**src/rtl/uart_frame_pkg.sv**
```systemverilog
// Shared framing constants, FSM state encoding and small byte helpers used by
// the UART transmit arbiter and its bench.
package uart_frame_pkg;

   localparam int         MAX_SRC         = 8;
   localparam logic [7:0] FRAME_SYNC      = 8'hAA;
   localparam logic [7:0] TYPE_MOUSE_HOST = 8'h06;
   localparam logic [7:0] TYPE_DEBUG      = 8'h07;

   typedef enum logic [2:0] {
      IDLE   = 3'd0,
      HDR_AA = 3'd1,
      LEN_H  = 3'd2,
      LEN_L  = 3'd3,
      TYPE   = 3'd4,
      DATA   = 3'd5,
      CSUM   = 3'd6,
      FIN    = 3'd7
   } state_t;

   // Length field counts the type byte plus the payload, never the trailer.
   function automatic logic [15:0] frame_len(input logic [7:0] plen);
      return {8'h00, plen} + 16'd1;
   endfunction

   function automatic logic [7:0] csum_step(input logic [7:0] acc, input logic [7:0] b);
      return acc ^ b;
   endfunction

endpackage

```
**src/rtl/uart_tx_arbiter_if.sv**
```systemverilog
// Source-side request bundle plus transmitter handshake of the UART TX arbiter.
// master = arbiter, slave = sources/transmitter side.
interface uart_tx_arbiter_if #(
   parameter int N_SRC = 3
);
   logic [N_SRC-1:0]   req_valid;
   logic [8*N_SRC-1:0] req_type;
   logic [8*N_SRC-1:0] req_len;
   logic [8*N_SRC-1:0] req_data;
   logic [N_SRC-1:0]   req_rd;
   logic [N_SRC-1:0]   req_done;
   logic [7:0]         tx_data;
   logic               tx_start;
   logic               tx_busy;
   logic               busy;
   logic [2:0]         grant;

   modport master (
      input  req_valid, req_type, req_len, req_data, tx_busy,
      output req_rd, req_done, tx_data, tx_start, busy, grant
   );

   modport slave (
      output req_valid, req_type, req_len, req_data, tx_busy,
      input  req_rd, req_done, tx_data, tx_start, busy, grant
   );
endinterface

```
**src/rtl/uart_tx_arbiter_rr_pick.sv**
```systemverilog
// Combinational round-robin picker: first set request at or above i_ptr,
// wrapping around at N_SRC.
module uart_tx_arbiter_rr_pick #(
   parameter int N_SRC = 3
) (
   input  logic [N_SRC-1:0] i_req,
   input  logic [2:0]       i_ptr,
   output logic [2:0]       o_idx,
   output logic             o_hit
);

   logic [7:0] w_req_pad;
   logic [3:0] w_cand;

   // Walk the candidates in priority order starting from the pointer.
   always_comb begin
      w_req_pad = 8'(i_req);
      w_cand    = 4'd0;
      o_idx     = 3'd0;
      o_hit     = 1'b0;
      for (int k = 0; k < N_SRC; k++) begin
         w_cand = {1'b0, i_ptr} + 4'(k);
         w_cand = (w_cand >= 4'(N_SRC)) ? (w_cand - 4'(N_SRC)) : w_cand;
         if (w_req_pad[w_cand[2:0]] && !o_hit) begin
            o_hit = 1'b1;
            o_idx = w_cand[2:0];
         end
      end
   end

endmodule

```
**src/rtl/uart_tx_arbiter.sv**
```systemverilog
// Round-robin arbiter serialising framed messages (AA, len_hi, len_lo, type,
// payload) onto one UART transmitter. Optional XOR trailer: UART_TX_ARB_CHECKSUM_EN.
module uart_tx_arbiter
   import uart_frame_pkg::*;
#(
   parameter int N_SRC    = 3,
   parameter int CLK_FREQ = 20_000_000
) (
   input  logic              clk,
   input  logic              reset,
   uart_tx_arbiter_if.master bus
);

   if (N_SRC < 1 || N_SRC > MAX_SRC || CLK_FREQ < 1) begin : g_bad_param
      $error("uart_tx_arbiter: N_SRC must be 1..8 and CLK_FREQ positive");
   end

`ifdef UART_TX_ARB_CHECKSUM_EN
   localparam state_t TAIL = CSUM;
`else
   localparam state_t TAIL = FIN;
`endif

   state_t             r_state, w_state;
   logic [2:0]         r_grant, w_grant;
   logic [2:0]         r_rr_ptr, w_rr_ptr;
   logic [7:0]         r_type, w_type;
   logic [7:0]         r_plen, w_plen;
   logic [15:0]        r_flen, w_flen;
   logic [7:0]         r_cnt, w_cnt;
   logic [7:0]         r_tx_data, w_tx_data;
   logic               r_tx_start, w_tx_start;
   logic               r_busy, w_busy;
   logic [N_SRC-1:0]   r_req_rd, w_req_rd;
   logic [N_SRC-1:0]   r_req_done, w_req_done;
`ifdef UART_TX_ARB_CHECKSUM_EN
   logic [7:0]         r_csum, w_csum;
`endif

   logic [2:0]         w_pick;
   logic               w_hit;
   logic               w_issue;
   logic [7:0]         w_sel_type;
   logic [7:0]         w_sel_len;
   logic [7:0]         w_cur_data;
   logic [N_SRC-1:0]   w_grant_oh;

   uart_tx_arbiter_rr_pick #(.N_SRC(N_SRC)) u_rr_pick (
      .i_req (bus.req_valid),
      .i_ptr (r_rr_ptr),
      .o_idx (w_pick),
      .o_hit (w_hit)
   );

   // Per-source field muxes for the candidate and the current owner.
   always_comb begin
      w_sel_type = 8'h00;
      w_sel_len  = 8'h00;
      w_cur_data = 8'h00;
      w_grant_oh = '0;
      for (int i = 0; i < N_SRC; i++) begin
         w_sel_type    = (w_pick == 3'(i))  ? bus.req_type[8*i +: 8] : w_sel_type;
         w_sel_len     = (w_pick == 3'(i))  ? bus.req_len[8*i +: 8]  : w_sel_len;
         w_cur_data    = (r_grant == 3'(i)) ? bus.req_data[8*i +: 8] : w_cur_data;
         w_grant_oh[i] = (r_grant == 3'(i));
      end
   end

   // Next-state and next-output logic; a byte leaves only when the transmitter is idle
   // and no strobe is in flight, which also absorbs its one-cycle busy latency.
   always_comb begin
      w_issue    = !bus.tx_busy && !r_tx_start;
      w_state    = r_state;
      w_grant    = r_grant;
      w_rr_ptr   = r_rr_ptr;
      w_type     = r_type;
      w_plen     = r_plen;
      w_flen     = r_flen;
      w_cnt      = r_cnt;
      w_tx_data  = r_tx_data;
      w_tx_start = 1'b0;
      w_req_rd   = '0;
      w_req_done = '0;
`ifdef UART_TX_ARB_CHECKSUM_EN
      w_csum     = r_csum;
`endif
      case (r_state)
         IDLE: begin
            if (w_hit) begin
               w_grant = w_pick;
               w_type  = w_sel_type;
               w_plen  = w_sel_len;
               w_flen  = frame_len(w_sel_len);
               w_state = HDR_AA;
            end else begin
               w_state = IDLE;
            end
         end
         HDR_AA: begin
            if (w_issue) begin
               w_tx_data  = FRAME_SYNC;
               w_tx_start = 1'b1;
               w_state    = LEN_H;
            end else begin
               w_state = HDR_AA;
            end
         end
         LEN_H: begin
            if (w_issue) begin
               w_tx_data  = r_flen[15:8];
               w_tx_start = 1'b1;
               w_state    = LEN_L;
            end else begin
               w_state = LEN_H;
            end
         end
         LEN_L: begin
            if (w_issue) begin
               w_tx_data  = r_flen[7:0];
               w_tx_start = 1'b1;
               w_state    = TYPE;
            end else begin
               w_state = LEN_L;
            end
         end
         TYPE: begin
            if (w_issue) begin
               w_tx_data  = r_type;
               w_tx_start = 1'b1;
`ifdef UART_TX_ARB_CHECKSUM_EN
               w_csum     = r_type;
`endif
               if (r_plen == 8'd0) begin
                  w_state = TAIL;
               end else begin
                  w_cnt   = 8'd0;
                  w_state = DATA;
               end
            end else begin
               w_state = TYPE;
            end
         end
         DATA: begin
            if (w_issue) begin
               w_tx_data  = w_cur_data;
               w_tx_start = 1'b1;
               w_req_rd   = w_grant_oh;
`ifdef UART_TX_ARB_CHECKSUM_EN
               w_csum     = csum_step(r_csum, w_cur_data);
`endif
               if ((r_cnt + 8'd1) == r_plen) begin
                  w_state = TAIL;
               end else begin
                  w_cnt   = r_cnt + 8'd1;
                  w_state = DATA;
               end
            end else begin
               w_state = DATA;
            end
         end
`ifdef UART_TX_ARB_CHECKSUM_EN
         CSUM: begin
            if (w_issue) begin
               w_tx_data  = r_csum;
               w_tx_start = 1'b1;
               w_state    = FIN;
            end else begin
               w_state = CSUM;
            end
         end
`endif
         FIN: begin
            if (w_issue) begin
               w_req_done = w_grant_oh;
               w_rr_ptr   = (r_grant == 3'(N_SRC - 1)) ? 3'd0 : (r_grant + 3'd1);
               w_state    = IDLE;
            end else begin
               w_state = FIN;
            end
         end
         default: begin
            w_state = IDLE;
         end
      endcase
      w_busy = (w_state != IDLE);
   end

   // State and output registers; reset aborts any frame without a done pulse.
   always_ff @(posedge clk) begin
      if (reset) begin
         r_state    <= IDLE;
         r_grant    <= 3'd0;
         r_rr_ptr   <= 3'd0;
         r_type     <= 8'h00;
         r_plen     <= 8'h00;
         r_flen     <= 16'h0000;
         r_cnt      <= 8'h00;
         r_tx_data  <= 8'h00;
         r_tx_start <= 1'b0;
         r_busy     <= 1'b0;
         r_req_rd   <= '0;
         r_req_done <= '0;
`ifdef UART_TX_ARB_CHECKSUM_EN
         r_csum     <= 8'h00;
`endif
      end else begin
         r_state    <= w_state;
         r_grant    <= w_grant;
         r_rr_ptr   <= w_rr_ptr;
         r_type     <= w_type;
         r_plen     <= w_plen;
         r_flen     <= w_flen;
         r_cnt      <= w_cnt;
         r_tx_data  <= w_tx_data;
         r_tx_start <= w_tx_start;
         r_busy     <= w_busy;
         r_req_rd   <= w_req_rd;
         r_req_done <= w_req_done;
`ifdef UART_TX_ARB_CHECKSUM_EN
         r_csum     <= w_csum;
`endif
      end
   end

   assign bus.req_rd   = r_req_rd;
   assign bus.req_done = r_req_done;
   assign bus.tx_data  = r_tx_data;
   assign bus.tx_start = r_tx_start;
   assign bus.busy     = r_busy;
   assign bus.grant    = r_grant;

endmodule

```
**src/flat_wrapper.sv**
```systemverilog
// flat-port wrapper written by rule: the top's interface ports become plain ports
module uart_tx_arbiter_flat import uart_frame_pkg::*;
#(
   parameter int N_SRC    = 3,
   parameter int CLK_FREQ = 20_000_000
)
  (clk, reset, bus_req_valid, bus_req_type, bus_req_len, bus_req_data, bus_tx_busy, bus_req_rd, bus_req_done, bus_tx_data, bus_tx_start, bus_busy, bus_grant);
  uart_tx_arbiter_if #(.N_SRC(N_SRC)) bus_i ();
  input  logic clk;
  input  logic reset;
  input wire logic [$bits(bus_i.req_valid)-1:0] bus_req_valid;
  input wire logic [$bits(bus_i.req_type)-1:0] bus_req_type;
  input wire logic [$bits(bus_i.req_len)-1:0] bus_req_len;
  input wire logic [$bits(bus_i.req_data)-1:0] bus_req_data;
  input wire logic [$bits(bus_i.tx_busy)-1:0] bus_tx_busy;
  output wire logic [$bits(bus_i.req_rd)-1:0] bus_req_rd;
  output wire logic [$bits(bus_i.req_done)-1:0] bus_req_done;
  output wire logic [$bits(bus_i.tx_data)-1:0] bus_tx_data;
  output wire logic [$bits(bus_i.tx_start)-1:0] bus_tx_start;
  output wire logic [$bits(bus_i.busy)-1:0] bus_busy;
  output wire logic [$bits(bus_i.grant)-1:0] bus_grant;
  assign bus_i.req_valid = bus_req_valid;
  assign bus_i.req_type = bus_req_type;
  assign bus_i.req_len = bus_req_len;
  assign bus_i.req_data = bus_req_data;
  assign bus_i.tx_busy = bus_tx_busy;
  assign bus_req_rd = bus_i.req_rd;
  assign bus_req_done = bus_i.req_done;
  assign bus_tx_data = bus_i.tx_data;
  assign bus_tx_start = bus_i.tx_start;
  assign bus_busy = bus_i.busy;
  assign bus_grant = bus_i.grant;
  uart_tx_arbiter #(.N_SRC(N_SRC), .CLK_FREQ(CLK_FREQ)) u_core (.clk(clk), .reset(reset), .bus(bus_i));
endmodule
```
**config.mk**
```make
export PLATFORM = sky130hd
export DESIGN_NAME = uart_tx_arbiter_flat
export DESIGN_NICKNAME = d
export VERILOG_FILES = /design/src/rtl/uart_frame_pkg.sv /design/src/rtl/uart_tx_arbiter_if.sv /design/src/rtl/uart_tx_arbiter_rr_pick.sv /design/src/rtl/uart_tx_arbiter.sv /design/src/flat_wrapper.sv
export SDC_FILE = /design/constraint.sdc
export NUM_CORES = 1
export LEC_CHECK = 0
export ABC_CLOCK_PERIOD_IN_PS = 5630
export CAP_MARGIN = 40
export CORE_UTILIZATION = 50
export CTS_BUF_LIST = sky130_fd_sc_hd__clkbuf_4
export DETAILED_ROUTE_END_ITERATION = 10
export HOLD_SLACK_MARGIN = 0.08
export PLACE_DENSITY = 0.82
export SLEW_MARGIN = 20
export SYNTH_ARGS = -nofsm -noshare
export SYNTH_HDL_FRONTEND = slang
export SYNTH_HIERARCHICAL = 1
export SYNTH_SLANG_ARGS = --single-unit
```
**constraint.sdc**
```tcl
create_clock -name clk -period 5.63 [get_ports clk]
set_input_delay 1.126 -clock clk [delete_from_list [all_inputs] [get_ports clk]]
set_output_delay 1.126 -clock clk [all_outputs]
set_load 0.005 [all_outputs]
```
Word-level counts from Yosys, hierarchy flattened

Cells that the tools add are included.

Add/subtract/negate cells: 8
Multipliers: 0
Div/mod/pow operators: 0
$lt $le $gt $ge: 6
Equality and inequality tests: 18
Shift-type cells: 0
Mux-type cells: 48
Bitwise gates (word level): 3
Reductions and logical operators: 22

Operators with widths:

| cell                                                              | number |
|---|---|
| 2-to-1 mux 8 bit                                                  | 18 |
| case mux 8 bit (5 select lines)                                   | 1 |
| 2-to-1 mux 3 bit                                                  | 10 |
| case mux 3 bit (7 select lines)                                   | 1 |
| case mux 8 bit (2 select lines)                                   | 1 |
| == test 3 x 2 -> 1 bit, second input constant                     | 4 |
| less-than comparator 3 x 4 -> 1 bit, second input constant        | 3 |
| 2-to-1 mux 2 bit                                                  | 5 |
| != test 2 x 1 -> 1 bit, second input constant                     | 5 |
| adder 8 x 1 -> 9 bit, second input constant                       | 1 |
| binary-select mux 1 bit (select 3 bit)                            | 3 |
| == test 3 x 1 -> 1 bit, second input constant                     | 3 |
| == test 3 bit, second input constant                              | 3 |
| logical NOT 3 bit                                                 | 3 |
| 2-to-1 mux 1 bit                                                  | 9 |
| subtractor 3 x 2 -> 3 bit, second input constant                  | 3 |
| adder 8 x 1 -> 8 bit, second input constant                       | 1 |
| == test 8 bit                                                     | 1 |
| greater-or-equal comparator 4 x 2 -> 1 bit, second input constant | 2 |
| logical NOT 8 bit                                                 | 1 |
| AND reduction 6 bit                                               | 1 |
| OR reduction 2 bit                                                | 3 |
| AND reduction 5 bit                                               | 1 |
| nonzero test 5 bit                                                | 1 |
| 12 further kinds                                                  | 21 |

Register bits: 65
Bits in latches: 0
Memory bits (writable): 0
Bits in read-only memories: 0
Input port bits: 78
Output and inout port bits: 19
Word-level logic and storage cells: 117
Memories: 0

Depth between registers and ports, before layout

Gate-level depths: netlist of the first run.

Depth in word-level cells: 16
Gate-level depth with buffers: 18
Gate-level depth less buffers: 15

By module

Netlist of the first run, hierarchy kept.

By module, submodules not included:

| module                  | times used | cells each | area each (sq um) | seq. area each (sq um) |
|---|---|---|---|---|
| uart_tx_arbiter         | 1          | 429        | 3329.4            | 1161.1 |
| uart_tx_arbiter_rr_pick | 1          | 56         | 447.9             | 0.0 |

Worst setup path after synthesis of the first run

Ideal clock, no wire load.

Path type: register to register
From: reg u_core.r_rr_ptr[0]
To: reg u_core.r_flen[7]
Setup time: 0.086 ns
Data arrival time: 3.749 ns
Required time: 5.544 ns
Slack: 1.796 ns
Cell stages (with the launch flop): 18
Buffers on the path: 3
Clock period less this slack: 3.834 ns
Path through: dfxtp_1 ha_1 ha_1 or4b_4 and2_4 and3_1 o21a_1 o31a_1 a2bb2oi_2 buf_2 nor2b_1 clkbuf_1 buf_2 nand2_1 a21oi_1 nand4_1 xor2_1 a211oi_1

Word-level cells in the longest chain between the ends: 16
Elaborated cells on any way between the ends: 35
Classes of those cells: add/sub: 6; order compare: 3; eq/ne: 2; mux: 18; reduce/logical: 6

RTL lines:

| element                                                                       | line                          | text |
|---|---|---|
| start, declared                                                               | uart_tx_arbiter.sv:26         | `logic [2:0] r_rr_ptr, w_rr_ptr;` |
| start signal, assigned                                                        | uart_tx_arbiter.sv:209        | `r_rr_ptr <= w_rr_ptr;` |
| parallel branches: the longest is 10 deep, another holds adder 3 x 1 -> 4 bit | n/a                           |  |
| 2-to-1 mux 3 bit (*)                                                          | uart_tx_arbiter_rr_pick.sv:24 | `if (w_req_pad[w_cand[2:0]] && !o_hit) begin` |
| via u_core.w_pick[1]                                                          | uart_tx_arbiter.sv:40         | `logic [2:0] w_pick;` |
| logical NOT 3 bit                                                             | uart_tx_arbiter.sv:63         | `w_sel_len = (w_pick == 3'(i)) ? bus.req_len[8*i +: 8] : w_sel_len;` |
| 2-to-1 mux 8 bit (2 in a row)                                                 | uart_tx_arbiter.sv:63         |  |
| 2-to-1 mux 8 bit (*)                                                          | uart_tx_arbiter.sv:63         |  |
| adder 8 x 1 -> 9 bit (*)                                                      | uart_frame_pkg.sv:23          | `return {8'h00, plen} + 16'd1;` |
| end signal, assigned                                                          | uart_tx_arbiter.sv:212        | `r_flen <= w_flen;` |
| end, declared                                                                 | uart_tx_arbiter.sv:29         | `logic [15:0] r_flen, w_flen;` |

Mark *: on every way through the listed nets, which the timed path passes. The select of a mux whose other input is x is not followed.
A chain may end at the register's enable or synchronous reset.

Worst setup path in the final report of the first run

From: reg u_core.r_rr_ptr[0]
To: reg u_core.r_flen[6]

Word-level cells in the longest chain between the ends: 16
Elaborated cells on any way between the ends: 35
Classes of those cells: add/sub: 6; order compare: 3; eq/ne: 2; mux: 18; reduce/logical: 6

RTL lines:

| element                                                                       | line                          | text |
|---|---|---|
| parallel branches: the longest is 10 deep, another holds adder 3 x 1 -> 4 bit | n/a                           |  |
| 2-to-1 mux 3 bit (*)                                                          | uart_tx_arbiter_rr_pick.sv:24 |  |
| via u_core.w_pick[1]                                                          | uart_tx_arbiter.sv:40         |  |
| logical NOT 3 bit                                                             | uart_tx_arbiter.sv:63         |  |
| 2-to-1 mux 8 bit (2 in a row)                                                 | uart_tx_arbiter.sv:63         |  |
| 2-to-1 mux 8 bit (*)                                                          | uart_tx_arbiter.sv:63         |  |
| via u_core.w_sel_len[1]                                                       | uart_tx_arbiter.sv:44         | `logic [7:0] w_sel_len;` |
| adder 8 x 1 -> 9 bit (*)                                                      | uart_frame_pkg.sv:23          |  |

Marks and branches as above.

==> impl_results.md, run 1 <==
* Setup tns final at 0 ns
* GRT Util Overall at 25.0%
* Max Fclk at 231 MHz
* Final hold vios at 0
* TritonCTS Sinks at 58
* Post-Syn Instances at 485
* Register bit total from synthesis at 58
* Unrepaired setup endpoints after global routing: false
* Hold_buf cts at 0
* Slew margin rel. at 46.5%
* Critical path class: reg -> reg
* Num CTS Buffers at 9
* EDFF count, synth at 0
* Final Critical Period at 4.32 ns
* Distinct cell type count after synthesis at 67
* Vias in the first global route at 3408
* Mapped Area at 3780 um^2
* # port buffers at 96
* Die Area at 7910 um^2
* Die Span Y at 88.9 um
* Root cell of the clock tree: clkbuf_4
* Asr flop ratio synth at 0%
* DR DRC count at 0
* Antenna Cells at 0
* Initial antenna violation count at 0
* Fin area at 4870 um^2
* Setup Viol. Count Final at 0
* Post-Syn Nets at 573
* Worst-path clk slew at 0.10 ns
* Mapped Avg Cell Area at 7.79 um^2
* P&R area growth vs syn at 29.0%
* Largest net degree at the start of global routing at 28
* Adder-cell area share of the yosys netlist at 3.31%
* Largest family of logic cells by synthesized area: simple AND/OR/NAND/NOR gates
* Run status: finished, final reports clean
* CTS Buffer Depth at 2
* Worst-Margin Slew at 0.802 ns
* Max Slew Vio Count at 0
* CP most frequent cell: ha_1
* Simple-Gate Fraction of Synth Area at 25.7%
* Die X at 88.9 um
* Wirelength per Cell at 14.0 um
* Row cnt at 31
* Synth Area in XOR/XNOR at 4.41%
* Worst Path Required at 5.94 ns
* Vias per cell at 5.58
* Global-route wire length before repair at 15500 um
* Max Cap Violations at 0
* Cells along the critical path: ha_1, ha_1, or4bb_2, o32ai_1, a31o_2, inv_1, a211o_1, a2bb2oi_2, mux2i_1, a2bb2oi_1, nor2_1, ha_1, and3_1, xnor2_1, a211oi_1
* Gr ovfl total at 0
* Ratio of cells with drive above 1 in the final layout at 6.76%
* Nets at 645
* Initial Util at 51.8%
* Worst Skew at 0.0214 ns
* Starting DRT DRC Count at 231
* Crit start category: flop
* Lkg Pwr at 1.74 nW
* Worst Hold Class: reg -> reg
* CP bufs+invs at 1
* H-tree depth at 3
* Cts repair resizes at 0
* PwrDens at 208 nW/um^2
* Fillers at 629
* Via count at 3688
* Primary FF master, synth: dfxtp_1
* Slowest CP cell: or4bb_2
* Final wirelength at 9260 um
* GP Congestion at 0.878
* CP top delay family: compound AO/OA/AOI/OAI gates
* Latest clock arrival within the worst-skew pair at 0.40 ns
* CP Capture Type: flop
* Arrival @ worst endpoint at 4.63 ns
* DR pass1 iterations at 4
* Proportion of synthesized area in mux cells at 7.02%
* Synth Area in Compound Gates at 23.2%
* Worst stage delay on the critical path at 0.62 ns
* IR Drop Worst-Case VDD at 0.0856 mV
* Core area at 7290 um^2
* TritonCTS clock tree: yes
* Ys Warns at 6
* Final Cycle Share at 76.7%
* Remaining antenna violation count at 0
* Post-Place Cell Area at 4740 um^2
* Placed wire-length estimate at 7120 um
* Final core utilization at 66.8%
* Postcts setup bufs at 0
* CP Max Fanout at 10
* Sequential area share after synthesis at 30.7%
* Top-Level Pins at 97
[registers in the layout, indices dropped and copies added, names as in the netlist]
register             flops
u_core/bus.req_done      3
u_core/bus.tx_start      1
u_core/r_type            8
u_core/bus.tx_data       8
u_core/r_cnt             8
u_core/bus.req_rd        3
u_core/r_flen            9
u_core/bus.busy          1
u_core/bus.grant         3
u_core/r_plen            8
u_core/r_state           3
u_core/r_rr_ptr          3
[where the power goes]
group / switching [mW] / internal (mW)
combinational: 0.117 / 0.130
clock: 0.152 / 0.144
sequential: 0.0337 / 0.437
[path summary, 6_finish.rpt]
| check | start | end | slack (ns) | cells past startpoint |
|---|---|---|---|---|
| setup / recovery | u_core/r_rr_ptr[0] | u_core/r_flen[6] | 1.31 | 15 |
| hold / removal | u_core/r_flen[1] | u_core/r_flen[1] | 0.48 | 2 |
| setup reg to reg | u_core/r_rr_ptr[0] | u_core/r_flen[6] | 1.31 | 15 |
| hold reg to reg | u_core/r_flen[1] | u_core/r_flen[1] | 0.48 | 2 |
[cell usage after synthesis, types with 2 or more instances]
library cell  number  share of area, %
or3_1              5              0.83
a222oi_1           3              0.79
a21oi_1           23               3.0
buf_4              2              0.40
a311oi_1           3              0.70
a211oi_1          11               2.2
o21ba_2            2              0.53
o22ai_1            9               1.5
buf_2              6              0.79
a21o_1             2              0.40
a221oi_1           4              0.93
a22oi_1            9               1.8
nor2b_1            6              0.99
xor2_1             8               1.9
ha_1              10               3.3
a22o_1             3              0.70
a2bb2oi_1          9               2.1
xnor2_1           11               2.6
nand3b_1           3              0.60
nand3_1           12               1.6
nor4b_1            3              0.70
and4_1             2              0.46
inv_1             11               1.1
a31oi_1            3              0.50
a221o_1            2              0.53
nor3_1            12               1.6
dfxtp_1           58                31
nand2b_1           6              0.99
and2_1             3              0.50
nor4_1             5              0.83
mux2_2             4               1.2
nor2_1            47               4.7
and3_1             7               1.2
o21bai_1           2              0.40
nand4_1            4              0.66
nor3b_1            2              0.40
clkbuf_1          28               2.8
o21ai_0           24               3.2
buf_1              2              0.20
nand2_1           71               7.1
mux2i_1           22               5.8
[per-stage QoR]
step / setup WS (ns) / hold WS (ns) / cells / power (mW)
6_report: 1.31 / 0.477 / 661 / 1.01
5_1_grt: 1.12 / 0.487 / 661 / 1.07
4_1_cts: 1.29 / 0.479 / 661 / 1.02
3_5_place_dp: 1.01 / 0.464 / 645 / 0.726
3_3_place_gp: 1.19 / 0.449 / 644 / 0.717
2_1_floorplan: 1.80 / 0.432 / 485 / 0.616
[worst reg2reg max path: stages (launching register included)]
cell and delay, ns:
dfxtp_1 0.42, ha_1 0.27, ha_1 0.33, or4bb_2 0.62, o32ai_1 0.17, a31o_2 0.21
inv_1 0.05, a211o_1 0.27, a2bb2oi_2 0.53, mux2i_1 0.29, a2bb2oi_1 0.24, nor2_1 0.09
ha_1 0.22, and3_1 0.18, xnor2_1 0.12, a211oi_1 0.23
[kinds of logic after synthesis]
| kind of cell | after synthesis |
|---|---|
| adder cells (fa/ha/maj) | 10 |
| XOR/XNOR | 19 |
| other | 1 |
| buffers and inverters | 50 |
| flip-flops | 58 |
| AND/OR/NAND/NOR | 198 |
| multiplexers | 26 |
| AO/OA/AOI/OAI | 123 |
[layout make-up]
class	instances	area [um^2]	share of cell area, %
clock buffers	11	82.6	1.69
clock inverters	5	55.1	1.13
inverters	11	41.3	0.847
multi-input cells	377	2410	49.6
flip-flops and latches	58	1160	23.8
well taps	99	124	2.54
repair buffers	100	995	20.4
[cells in the final DEF (no fill, tap or decap), drive strengths merged, types with 7 or more instances in the layout]
cell type,instances
a211oi,11
a21oi,23
a22oi,9
a2bb2oi,10
and3,7
clkbuf,11
clkdlybuf4s50,96
dfxtp,58
ha,10
inv,11
mux2i,22
nand2,71
nand3,12
nor2,48
nor3,12
o21ai,24
o22ai,9
xnor2,11
xor2,8
[metal layers]
metal / vias up / global-route usage [%] / part of all wire (%)
met2: 131 / 43.1 / 48
met5: - / 0 / 0
met1: 1657 / 32.2 / 45
met4: 0 / 8.06 / 1.2
met3: 10 / 3.60 / 5.4
li1: 1890 / - / -
Power figures use the tool's default switching activity.
==> run 2, diff against run 1 <==
ABC_CLOCK_PERIOD_IN_PS = 3700   (was 5630)
CORE_UTILIZATION = 46   (was 50)
PLACE_DENSITY = 0.8   (was 0.82)
clock period = 3.7 ns   (was 5.63 ns; I/O delays follow)
==> run 2 against run 1 <==
Effect of this change: the flow now finishes with violations (negative setup slack); critical path type unchanged; core utilization is 2.6 points higher; highest routed layer unchanged; final cell count is 5.7% higher; clock power up 120%; largest cell class unchanged.
==> impl_results.md, run 2 (same netlist as run 1, synthesis figures left out) <==
* Max Slew Vio Count at 0
* Run status: finished with violations
* Arrival @ worst endpoint at 4.02 ns
* Origin of the worst min-delay path: u_core/r_flen[8]
* Final hold vios at 0
* Die Area at 8580 um^2
* Switching pwr at 0.505 mW
* Vias per cell at 5.69
* Placement Setup Slack at -0.170 ns
* Nets at 680
* Ratio of cells with drive above 1 in the final layout at 18.3%
* Max reg flops at 9
* Remaining antenna violation count at 0
* Final core utilization at 69.4%
* CP Capture Type: flop
* Latest clock arrival within the worst-skew pair at 0.41 ns
* Setup tns final at -0.0151 ns
* Worst Hold Class: reg -> reg
* Worst Path Required at 4.01 ns
* Failing checks: negative setup slack
* TritonCTS clock tree: yes
* Hold_buf cts at 0
* Final WS setup at -0.0151 ns
* Gr ovfl total at 0
* DR pass1 iterations at 5
* Die X at 92.6 um
* Reg2reg end: u_core/r_flen[5]
* CP Max Fanout at 7
* Wirelength per Cell at 14.9 um
* Num CTS Buffers at 9
* Comb power frac at 24.1%
* Crit start category: flop
* Worst Skew at 0.0212 ns
* Pint at 1.31 mW
* Top-Level Pins at 97
* Register with the most flip-flops: u_core/r_flen
* P&R area growth vs syn at 44.2%
* Worst hold endpoint: u_core/r_flen[8]
* Worst-path clk slew at 0.10 ns
* Largest net degree at the start of global routing at 31
* Clock power frac at 36.4%
* Initial Util at 48.1%
* R2R Setup Slk at -0.02 ns
* Row cnt at 32
* Hold depth at 2
* Reg power frac at 39.5%
* PwrDens at 333 nW/um^2
* Die Span Y at 92.6 um
* Global-route wire length before repair at 16900 um
* Root cell of the clock tree: clkbuf_4
* Final Cycle Share at 100%
* GP Congestion at 0.871
* Worst-Margin Slew at 0.823 ns
* Slew margin rel. at 45.1%
* Via count at 3974
* Starting DRT DRC Count at 203
* Vias in the first global route at 3637
* Most common cell after layout, fill and taps aside: clkdlybuf4s50_1
* # port buffers at 96
* Initial antenna violation count at 0
* H-tree depth at 3
* Setup Viol. Count Final at 1
* Placed wire-length estimate at 7510 um
* IR Drop Worst-Case VDD at 0.177 mV
* Max Fclk at 269 MHz
* Final Critical Period at 3.72 ns
* CP startpoint: u_core/r_rr_ptr[0]
* Antenna Cells at 0
* Net switching fraction of the power at 27.9%
* Commonest non-fill, non-tap cells in the layout: 96 x clkdlybuf4s50_1, 71 x nand2_1, 56 x dfxtp_1
* Reg-to-Reg Start: u_core/r_rr_ptr[0]
* TritonCTS Sinks at 58
* GRT Util Overall at 24.5%
* CTS Buffer Depth at 2
* Max Cap Violations at 0
* Critical path class: reg -> reg
* Core area at 7850 um^2
* Unrepaired setup endpoints after global routing: true
* Final wirelength at 10400 um
* DR DRC count at 0
* Lkg Pwr at 1.98 nW
* FF-to-FF path depth at 17
[run 2: layout make-up]
type | count | area, um^2
inverter | 11 | 41.3
tap | 102 | 128
fill | 647 | 2400
multi-input combinational | 377 | 2630
timing repair buffer | 135 | 1280
clock buffer | 9 | 67.6
clock inverter | 7 | 140
sequential | 58 | 1160
[run 2: worst max-delay path by stage]
stage,to,depth (start not counted),slack (ns)
after floorplan,u_core/r_flen[6],17,0.003
after global placement,u_core/r_flen[6],15,-0.04
after detailed placement,u_core/r_flen[6],15,-0.17
after CTS,u_core/r_flen[6],16,0.004
after global routing,u_core/r_flen[5],17,-0.10
final,u_core/r_flen[5],17,-0.02
[run 2: repair_timing]
action / 4_1_cts / 5_1_grt
resized for setup: 8 / 39
cloned: 0 / 0
endpoints found under the setup margin: 5 / 10
pin swaps: 1 / 18
setup buffers: 1 / 6
[run 2: power by group through the flow]
stage | registers, mW | logic (mW) | clock network [mW]
2_1_floorplan | 0.699 | 0.239 | 0
3_3_place_gp | 0.728 | 0.390 | 0
3_5_place_dp | 0.729 | 0.400 | 0
4_1_cts | 0.715 | 0.409 | 0.667
5_1_grt | 0.723 | 0.472 | 0.707
6_report | 0.716 | 0.437 | 0.659
[run 2: routing by layer]
layer  track usage (%)  up-vias  part of all wire, %
met5                 0        -                    0
met4              7.82        0                  1.4
met3              5.01       12                  5.1
met2              41.2      146                   50
met1              31.5     1855                   44
li1                  -     1961                    -
[run 2: worst max-delay path, cell delays in order, from the launching register on]
cell and delay, ns:
dfxtp_2 0.35, ha_4 0.17, ha_4 0.16, or4b_4 0.53
and2_4 0.18, and3_1 0.15, o21a_1 0.22, o31a_1 0.32
a2bb2oi_2 0.15, buf_12 0.15, nor2b_4 0.15, buf_6 0.12
a2bb2oi_2 0.06, nor3_2 0.23, buf_4 0.18, nand3_4 0.07
xor2_2 0.15, a211oi_2 0.26
[run 2: through the flow]
stage	total power [mW]	instances	hold slack, ns	area, um^2
after CTS	1.79	693	0.467	5220
after global placement	1.12	676	0.445	4960
after floorplan	0.937	485	0.432	3780
final	1.81	699	0.462	5450
after global routing	1.90	699	0.500	5450
after detailed placement	1.13	676	0.455	4960
==> run 3, diff against run 2 <==
CORE_ASPECT_RATIO = 0.7   (was default)
==> run 3 against run 2 <==
Effect of this change: the run still ends with negative setup slack left; non-clock buffer count is 2 lower; final cell count fell by 0.43%; worst setup slack lost 0.015 ns; combinational power is 1% higher; routed wire length grew 8.6%; first-iteration DRC count increased by 31%; power decreased by 10%; global-route usage is 2.6 points higher; flip-flop and latch count did not move; critical path depth stayed put; largest cell class unchanged; largest power group unchanged; highest routed layer unchanged.
==> impl_results.md, run 3 (same netlist as run 1, synthesis figures left out) <==
* Run status: finished with violations
* Failing checks: negative setup slack
* Top-Level Pins at 97
* Max reg flops at 9
* # port buffers at 96
* Slew margin rel. at 54.2%
* Clock power frac at 29.1%
* Worst-path clk slew at 0.12 ns
* Comb power frac at 27.2%
* Slowest CP cell: or4b_4
* CP Max Fanout at 8
* Core area at 7910 um^2
* Ratio of cells with drive above 1 in the final layout at 17.6%
* Final wirelength at 11300 um
* CP startpoint: u_core/r_rr_ptr[1]
* Reg2reg end: u_core/r_flen[6]
* CTS Buffer Depth at 2
* IR Drop Worst-Case VDD at 0.200 mV
* Via count at 4010
* CP Depth at 17
* Worst Hold Class: reg -> reg
* DR DRC count at 0
* H-tree depth at 3
* TritonCTS Sinks at 58
* Critical path class: reg -> reg
* Most common cell after layout, fill and taps aside: clkdlybuf4s50_1
* Net switching fraction of the power at 32.1%
* Setup tns final at -0.0306 ns
* CP bufs+invs at 2
* Setup Viol. Count Final at 1
* Gr ovfl total at 0
* Num CTS Buffers at 9
* Crit start category: flop
* Placed wire-length estimate at 8370 um
* CP top delay family: compound AO/OA/AOI/OAI gates
* Arrival @ worst endpoint at 4.06 ns
* Die Span Y at 77.8 um
* Origin of the worst min-delay path: u_core/r_flen[8]
* Die X at 110 um
* Worst stage delay on the critical path at 0.49 ns
* CP most frequent cell: ha_4
* FF-to-FF path depth at 17
* Max Fclk at 268 MHz
* Starting DRT DRC Count at 265
* GP Congestion at 0.903
* Max Cap Violations at 0
* Hold_buf cts at 0
* Unrepaired setup endpoints after global routing: true
* R2R Setup Slk at -0.03 ns
* PwrDens at 304 nW/um^2
* P&R area growth vs syn at 42.0%
* Vias per cell at 5.76
* Switching pwr at 0.524 mW
* Worst-Margin Slew at 0.686 ns
* Initial antenna violation count at 0
* Die Area at 8580 um^2
* Row cnt at 27
* Register with the most flip-flops: u_core/r_flen
* Fillers at 655
* Latest clock arrival within the worst-skew pair at 0.42 ns
* Wirelength per Cell at 16.3 um
* Max Slew Vio Count at 0
* DR pass1 iterations at 5
* Vias in the first global route at 3760
* Initial Util at 47.8%
* Final Critical Period at 3.73 ns
* Reg power frac at 43.7%
* Placement Setup Slack at -0.274 ns
* Final core utilization at 67.8%
* Remaining antenna violation count at 0
* Final hold vios at 0
* Reg-to-Reg Start: u_core/r_rr_ptr[1]
* TritonCTS clock tree: yes
* Largest net degree at the start of global routing at 36
* Final WS setup at -0.0306 ns
* Commonest non-fill, non-tap cells in the layout: 96 x clkdlybuf4s50_1, 71 x nand2_1, 56 x dfxtp_1
* Cells along the critical path: ha_4, ha_4, or4b_4, buf_6, a21bo_2, a21oi_2, o21a_1, o31a_1, a2bb2oi_4, buf_12, mux2i_2, a2bb2oi_2, nor2_2, ha_2, and3_4, xnor2_2, a211oi_2
* Antenna Cells at 0
* Lkg Pwr at 1.92 nW
* Pint at 1.11 mW
* Global-route wire length before repair at 18300 um
* Final Cycle Share at 101%
* Worst Skew at 0.0211 ns
* Root cell of the clock tree: clkbuf_4
* Nets at 678
* Worst Path Required at 4.02 ns
* Setup crit end: u_core/r_flen[6]
* GRT Util Overall at 27.2%
* CP Capture Type: flop
[run 3: changes by cell type in the layout (fill, tap and decap cells not counted), moves of 2 or more]
| cell | change |
|---|---|
| a2bb2oi_2 | -2 |
| buf_4 | -3 |
| bufinv_16 | -3 |
| clkinv_4 | +2 |
| clkinvlp_4 | +2 |
| nor3_2 | -2 |
| xnor2_1 | -2 |
| xnor2_2 | +2 |
[run 3: layout make-up]
| class | instances | area, um^2 | area share [%] |
|---|---|---|---|
| sequential | 58 | 1160 | 21.7 |
| tap | 101 | 126 | 2.36 |
| timing repair buffer | 133 | 1270 | 23.7 |
| inverter | 11 | 41.3 | 0.770 |
| multi-input combinational | 377 | 2620 | 48.8 |
| clock buffer | 9 | 67.6 | 1.26 |
| clock inverter | 7 | 78.8 | 1.47 |
[run 3: worst min path at each step]
stage | endpoint | slack, ns | cells past startpoint
after floorplan | u_core/r_flen[8] | 0.43 | 2
after global placement | u_core/r_flen[8] | 0.44 | 2
after detailed placement | u_core/r_flen[8] | 0.45 | 2
after CTS | u_core/r_flen[8] | 0.47 | 2
after global routing | u_core/r_flen[8] | 0.51 | 2
final | u_core/r_flen[8] | 0.47 | 2
[run 3: metal layers]
| metal | wire [um] | global-route usage, % | share of wire (%) | up-vias |
|---|---|---|---|---|
| li1 | - | - | - | 1962 |
| met1 | 5120 | 37.2 | 45 | 1851 |
| met2 | 5240 | 42.5 | 46 | 184 |
| met3 | 867 | 4.87 | 7.6 | 13 |
| met4 | 111 | 9.34 | 0.98 | 0 |
| met5 | 0 | 0 | 0 | - |
[run 3: tightest hold or removal path, cell delays in order (launching register included)]
cell and delay [ns]:
dfxtp_1 0.33, nand2_1 0.05, a21oi_1 0.05
[run 3: power groups by stage]
stage	Combinational [mW]	Clock, mW	Sequential [mW]
finish	0.443	0.474	0.713
global route	0.485	0.507	0.717
CTS	0.412	0.484	0.718
detailed placement	0.400	0	0.732
global placement	0.391	0	0.731
floorplan	0.239	0	0.699
[run 3: timing repair]
action	in CTS	in global routing
gates resized for setup	22	22
endpoints found under the setup margin	7	7
setup buffers	4	3
pin swaps	11	17
[run 3: stage by stage]
step | hold slack [ns] | cells | power, mW | instance area [um^2]
2_1_floorplan | 0.432 | 485 | 0.937 | 3780
3_3_place_gp | 0.444 | 674 | 1.12 | 4950
3_5_place_dp | 0.452 | 674 | 1.13 | 4950
4_1_cts | 0.469 | 693 | 1.61 | 5230
5_1_grt | 0.506 | 696 | 1.71 | 5360
6_report | 0.472 | 696 | 1.63 | 5360
